<file path="src/rtl/taito_video_pkg.sv">
// Shared video-pipeline types and default geometry for the pixel serializer.
// Latency: none (types and constants only).
// Backpressure: none (types and constants only).
package taito_video_pkg;

   localparam int DEF_NUM_CH = 2;
   localparam int DEF_WIDTH  = 8;

   typedef enum logic [0:0] {
      PS_IDLE  = 1'b0,
      PS_SHIFT = 1'b1
   } pixser_state_t;

endpackage

</file>
<file path="src/rtl/taito_pixel_serializer_if.sv">
// Parallel-word load channel from the tile/sprite ROM fetch into the pixel serializer.
// Latency: pure wiring, no registers.
// Backpressure: word moves on a clock edge only when load_valid && load_ready.
interface taito_pixel_serializer_if
   import taito_video_pkg::*;
#(
   parameter int NUM_CH = DEF_NUM_CH,
   parameter int WIDTH  = DEF_WIDTH
);

   logic                    load_valid;
   logic                    load_ready;
   logic                    load_rev;
   logic [NUM_CH*WIDTH-1:0] load_data;

   // Fetch side offers words.
   modport master (
      output load_valid,
      output load_rev,
      output load_data,
      input  load_ready
   );

   // Serializer side accepts words.
   modport slave (
      input  load_valid,
      input  load_rev,
      input  load_data,
      output load_ready
   );

endinterface

</file>
<file path="src/rtl/pixser_hold_buf.sv">
// One-deep holding register (plane data + flip flag) with a full flag, for gapless reload.
// Latency: written word is visible on rd_data/rd_rev one cycle after wr_en.
// Backpressure: none internally; the owner must not write while full unless reading in the same cycle.
module pixser_hold_buf #(
   parameter int DW = 16
) (
   input  logic          clk,
   input  logic          clear,
   input  logic          wr_en,
   input  logic [DW-1:0] wr_data,
   input  logic          wr_rev,
   input  logic          rd_en,
   output logic          full,
   output logic [DW-1:0] rd_data,
   output logic          rd_rev
);

   // Capture on write; a read without a write just releases the slot.
   always_ff @(posedge clk) begin
      if (clear) begin
         full    <= 1'b0;
         rd_data <= '0;
         rd_rev  <= 1'b0;
      end else if (wr_en) begin
         full    <= 1'b1;
         rd_data <= wr_data;
         rd_rev  <= wr_rev;
      end else if (rd_en) begin
         full    <= 1'b0;
      end
   end

endmodule

</file>
<file path="src/rtl/taito_pixel_serializer.sv">
// Loads NUM_CH plane words together and shifts them out one bit per pix_ce, MSB- or LSB-first per word.
// Latency: word accepted at edge N is on out from edge N; the pix_ce of the accept cycle does not shift it.
// Backpressure: load_ready only in IDLE or on the last-bit step; with TAITO_PIXSER_HOLDBUF_EN, whenever the buffer is empty.
module taito_pixel_serializer
   import taito_video_pkg::*;
#(
   parameter int  NUM_CH = DEF_NUM_CH,
   parameter int  WIDTH  = DEF_WIDTH,
   localparam int CW     = $clog2(WIDTH)
) (
   input  logic                    clk,
   input  logic                    clear,
   input  logic                    pix_ce,
   taito_pixel_serializer_if.slave ld,
   output logic [NUM_CH-1:0]       out,
   output logic                    busy,
   output logic [CW-1:0]           bit_idx
);

   localparam logic [CW-1:0] LAST_IDX = CW'(WIDTH - 1);

   pixser_state_t           state_q, state_d;
   logic [CW-1:0]           idx_q, idx_d;
   logic                    rev_q;
   logic                    is_last;
   logic                    last_step;
   logic                    rdy;
   logic                    accept;
   logic                    load_word;
   logic                    drop_word;
   logic [NUM_CH*WIDTH-1:0] src_data;
   logic                    src_rev;

   assign is_last   = (idx_q == LAST_IDX);
   assign last_step = (state_q == PS_SHIFT) && pix_ce && is_last;

`ifdef TAITO_PIXSER_HOLDBUF_EN
   logic                    buf_wr;
   logic                    buf_rd;
   logic                    buf_full;
   logic [NUM_CH*WIDTH-1:0] buf_data;
   logic                    buf_rev;

   pixser_hold_buf #(
      .DW (NUM_CH*WIDTH)
   ) u_hold_buf (
      .clk     (clk),
      .clear   (clear),
      .wr_en   (buf_wr),
      .wr_data (ld.load_data),
      .wr_rev  (ld.load_rev),
      .rd_en   (buf_rd),
      .full    (buf_full),
      .rd_data (buf_data),
      .rd_rev  (buf_rev)
   );

   assign rdy = !buf_full;
`else
   // Without a buffer a word can only land when the shifter is free this cycle.
   assign rdy = (state_q == PS_IDLE) || last_step;
`endif

   assign ld.load_ready = rdy;
   assign accept        = ld.load_valid && rdy;

   // FSM state register.
   always_ff @(posedge clk) begin
      if (clear) state_q <= PS_IDLE;
      else       state_q <= state_d;
   end

   // Next state, bit counter and word-source selection.
   always_comb begin
      state_d   = state_q;
      idx_d     = idx_q;
      load_word = 1'b0;
      drop_word = 1'b0;
      src_data  = ld.load_data;
      src_rev   = ld.load_rev;
`ifdef TAITO_PIXSER_HOLDBUF_EN
      buf_wr    = 1'b0;
      buf_rd    = 1'b0;
`endif
      unique case (state_q)
         PS_IDLE: begin
            if (accept) begin
               load_word = 1'b1;
               state_d   = PS_SHIFT;
               idx_d     = '0;
            end
         end
         PS_SHIFT: begin
`ifdef TAITO_PIXSER_HOLDBUF_EN
            // Mid-word arrivals park in the buffer; overridden below when they go straight in.
            buf_wr = accept;
`endif
            if (pix_ce) begin
               if (!is_last) begin
                  idx_d = idx_q + CW'(1);
               end else begin
                  idx_d = '0;
`ifdef TAITO_PIXSER_HOLDBUF_EN
                  if (buf_full) begin
                     buf_rd    = 1'b1;
                     load_word = 1'b1;
                     src_data  = buf_data;
                     src_rev   = buf_rev;
                  end else if (accept) begin
                     buf_wr    = 1'b0;
                     load_word = 1'b1;
                  end else begin
                     drop_word = 1'b1;
                     state_d   = PS_IDLE;
                  end
`else
                  if (accept) begin
                     load_word = 1'b1;
                  end else begin
                     drop_word = 1'b1;
                     state_d   = PS_IDLE;
                  end
`endif
               end
            end
         end
      endcase
   end

   // Bit index and per-word flip flag.
   always_ff @(posedge clk) begin
      if (clear) begin
         idx_q <= '0;
         rev_q <= 1'b0;
      end else begin
         idx_q <= idx_d;
         if (load_word)      rev_q <= src_rev;
         else if (drop_word) rev_q <= 1'b0;
      end
   end

   // Per-plane word register and serial bit select.
   for (genvar c = 0; c < NUM_CH; c++) begin : g_plane
      logic [WIDTH-1:0] plane_q;

      // Plane word: loaded on accept or buffer transfer, zeroed when the stream ends.
      always_ff @(posedge clk) begin
         if (clear)          plane_q <= '0;
         else if (load_word) plane_q <= src_data[c*WIDTH +: WIDTH];
         else if (drop_word) plane_q <= '0;
      end

      assign out[c] = (state_q == PS_SHIFT) &&
                      (rev_q ? plane_q[idx_q] : plane_q[LAST_IDX - idx_q]);
   end

   assign busy    = (state_q == PS_SHIFT);
   assign bit_idx = idx_q;

endmodule

</file>
<file path="src/flat_wrapper.sv">
// flat-port wrapper written by rule: the top's interface ports become plain ports
module taito_pixel_serializer_flat import taito_video_pkg::*;
#(
   parameter int  NUM_CH = DEF_NUM_CH,
   parameter int  WIDTH  = DEF_WIDTH,
   localparam int CW     = $clog2(WIDTH)
)
  (clk, clear, pix_ce, out, busy, bit_idx, ld_load_valid, ld_load_rev, ld_load_data, ld_load_ready);
  taito_pixel_serializer_if #(.NUM_CH(NUM_CH), .WIDTH(WIDTH)) ld_i ();
  input  logic clk;
  input  logic clear;
  input  logic pix_ce;
  output logic [NUM_CH-1:0] out;
  output logic busy;
  output logic [CW-1:0] bit_idx;
  input wire logic [$bits(ld_i.load_valid)-1:0] ld_load_valid;
  input wire logic [$bits(ld_i.load_rev)-1:0] ld_load_rev;
  input wire logic [$bits(ld_i.load_data)-1:0] ld_load_data;
  output wire logic [$bits(ld_i.load_ready)-1:0] ld_load_ready;
  assign ld_i.load_valid = ld_load_valid;
  assign ld_i.load_rev = ld_load_rev;
  assign ld_i.load_data = ld_load_data;
  assign ld_load_ready = ld_i.load_ready;
  taito_pixel_serializer #(.NUM_CH(NUM_CH), .WIDTH(WIDTH)) u_core (.clk(clk), .clear(clear), .pix_ce(pix_ce), .ld(ld_i), .out(out), .busy(busy), .bit_idx(bit_idx));
endmodule
</file>
<file path="config.mk">
export PLATFORM = sky130hd
export DESIGN_NAME = taito_pixel_serializer_flat
export DESIGN_NICKNAME = d
export VERILOG_FILES = /design/src/rtl/taito_video_pkg.sv /design/src/rtl/taito_pixel_serializer_if.sv /design/src/rtl/pixser_hold_buf.sv /design/src/rtl/taito_pixel_serializer.sv /design/src/flat_wrapper.sv
export SDC_FILE = /design/constraint.sdc
export NUM_CORES = 1
export LEC_CHECK = 0
export ABC_AREA = 1
export CORE_MARGIN = 2
export CORE_UTILIZATION = 40
export DETAILED_ROUTE_END_ITERATION = 8
export GPL_TIMING_DRIVEN = 0
export PLACE_DENSITY = 0.67
export SKIP_LAST_GASP = 1
export SLEW_MARGIN = 20
export SYNTH_ARGS = -nofsm -noshare
export SYNTH_HDL_FRONTEND = slang
export SYNTH_SLANG_ARGS = --single-unit
</file>
<file path="constraint.sdc">
create_clock -name clk -period 1.8 [get_ports clk]
set_clock_uncertainty 0.2 [all_clocks]
set_input_delay 0.27 -clock clk [delete_from_list [all_inputs] [get_ports clk]]
set_output_delay 0.27 -clock clk [all_outputs]
set_load 0.01 [all_outputs]
</file>
==> impl_metrics.json <==
{
  "status": "finished with violations",
  "violations": "negative setup slack",
  "die-area_sq_um": 3316,
  "cts_buffers": 3,
  "fin_ws_ps": -305.7,
  "finalCritPeriodShare_pct": 117.0,
  "vias": 1333,
  "fp.dieW_um": 57.59,
  "yosysSeqAreaShare_pct": 36.60,
  "fmax_mhz": 474.9,
  "diodes": 0,
  "ctsHoldBuffers": 0,
  "worstPathRequired_ps": 1330,
  "clk_pin_slew_ps": 120,
  "track_usage_pct": 19.76,
  "crit_path_start_kind": "flop",
  "placed_area_sq_um": 1461,
  "pwr_density_cell_nw_per_um2": 598.7,
  "portBuffers": 27,
  "ios": 28,
  "ys_seq_elements": 21,
  "core_sq_um": 2734,
  "place_hpwl_um": 2094,
  "utilization_pct": 62.70,
  "place_congestion": 0.8693,
  "worstMarginPinSlew_ps": 501.0,
  "cap_violations": 0,
  "p_leak_nw": 0.7478,
  "syn_area_sq_um": 1149,
  "wl_um": 3217,
  "first_pass_iters": 4,
  "ir_drop_v": 0.0004213,
  "drc": 0,
  "criticalPathCategory": "reg -> out",
  "fin_nets": 250,
  "synthCells": 188,
  "slew_headroom_pct": 66.60,
  "drive_gt1_share_pct": 22.57,
  "antenna_found_initial": 0,
  "slew_violations": 0,
  "syn_to_final_growth_pct": 49.24,
  "finalHoldViolCount": 0,
  "final_area_sq_um": 1714,
  "p_total_mw": 1.026,
  "end_kind": "primary output",
  "yosysWarningCount": 0,
  "vias_per_cell": 5.187,
  "h-tree-depth": 1,
  "clock_latency_ps": 310,
  "final_antenna_net_count": 0,
  "hp-class": "reg -> reg",
  "grt_max_degree": 12,
  "clock-sinks": 21,
  "grt_pass1_wl_um": 5209,
  "routedWlPerCell_um": 12.52,
  "synth_cell_type_count": 16,
  "clockBufferDepth": 2,
  "fin_crit_ps": 2106,
  "cp.arrival_ps": 1640,
  "drtIter0Drc": 32,
  "cp_max_fo": 5,
  "synth_nets": 211,
  "die_y_um": 57.59,
  "fill_cells": 251,
  "postSynthAreaPerCell_sq_um": 6.110,
  "cts_root_buf": "clkbuf_4",
  "num_rows": 19,
  "setup_violations": 20,
  "overflow": 0,
  "tritoncts": "built",
  "initial_core_util_pct": 42.01,
  "rsz0062_at_grt": "yes",
  "grt_pass1_vias": 1279
}
[registers in the layout, summed over array words and instances (netlist names)]
register                count
u_core.g_plane.plane_q     16
u_core.bit_idx              3
u_core.busy                 1
u_core.rev_q                1
[layer usage]
layer | wire length (um) | vias to the layer above | global-route usage, %
met5 | 0 | - | 0
met4 | 58 | 0 | 7.641
met3 | 182 | 9 | 2.721
met2 | 1696 | 43 | 37.01
met1 | 1279 | 616 | 22.24
li1 | - | 665 | -
[power by group]
part	internal, mW	switching (mW)
Sequential	0.487	0.0148
Combinational	0.143	0.148
Clock	0.0867	0.146
[cell usage in the layout (no fill, tap or decap), types with 5 or more instances in the layout]
| master | Yosys | final |
|---|---|---|
| nand3_2 | 0 | 10 |
| nand2_2 | 0 | 7 |
| clkdlybuf4s50_1 | 0 | 23 |
| dfxtp_1 | 21 | 17 |
| a21oi_1 | 23 | 21 |
| nand2_1 | 77 | 68 |
| inv_1 | 22 | 20 |
| buf_6 | 1 | 5 |
| nand3_1 | 24 | 14 |
[cell type report]
cell class / instances / area, sq um / area share [%]
Buffer: 9 / 86.33 / 5.037
Clock buffer: 4 / 26.28 / 1.533
Inverter: 23 / 101.3 / 5.912
Multi-Input combinational cell: 135 / 689.4 / 40.22
Sequential cell: 21 / 430.4 / 25.11
Tap cell: 31 / 38.79 / 2.263
Timing Repair Buffer: 34 / 341.6 / 19.93
[cell usage after synthesis, drive strengths merged]
cell / count / area [sq um]
a21oi: 23 / 115.1
and2: 1 / 6.260
buf: 5 / 33.78
clkbuf: 4 / 15.01
clkinv: 1 / 3.750
dfxtp: 21 / 420.4
ha: 2 / 25.02
inv: 22 / 82.58
nand2: 77 / 289.0
nand3: 24 / 120.1
nor2: 5 / 18.77
nor3: 1 / 5.000
o21ai: 2 / 13.76
[timing repair]
action                                  4_1_cts  5_1_grt
endpoints found under the setup margin       15       22
setup buffers                                 5        1
gates resized for setup                      46       18
pin swaps                                    14        8
hold endpoints to repair                      0        0
cloned                                        1        0
[worst max-delay path: stages (launching register included)]
cell,delay (ps)
dfxtp_2,360
buf_6,130
clkinv_8,70
buf_6,120
nand2_2,70
nand3_2,80
nand3_2,70
nand2_1,60
nand2_1,70
nand2_1,70
nor2_2,90
buf_2,130
[final timing paths]
path / from / cells past startpoint / to / slack, ps
worst max register to register: u_core.bit_idx[0] / 11 / u_core.g_plane[1].plane_q[7] / -180
worst max-delay path: u_core.bit_idx[0] / 11 / out[1] / -310
worst min register to register: u_core.g_plane[1].plane_q[1] / 2 / u_core.g_plane[1].plane_q[1] / 270
worst min-delay path: u_core.g_plane[1].plane_q[1] / 2 / u_core.g_plane[1].plane_q[1] / 270
[through the flow]
stage | instances | hold WS [ps] | setup WS, ps | setup TNS, ps
floorplan | 188 | 149.3 | 3.383 | 0
global placement | 246 | 255.8 | -544.3 | -2567
detailed placement | 246 | 256.4 | -573.3 | -2925
CTS | 256 | 273.8 | -246.5 | -1955
global route | 257 | 293.2 | -385.1 | -4392
finish | 257 | 270.9 | -305.7 | -2509
[cells by family (layout without fill, tap and decap cells)]
family | count (synthesis) | in the layout | synth area share, %
and+or+nand+nor | 108 | 108 | 38.24
AOI/OAI and AO/OA | 25 | 25 | 11.22
adders and majority gates | 2 | 2 | 2.178
buffers and inverters | 32 | 70 | 11.76
DFF | 21 | 21 | 36.60
Power figures use the tool's default switching activity.
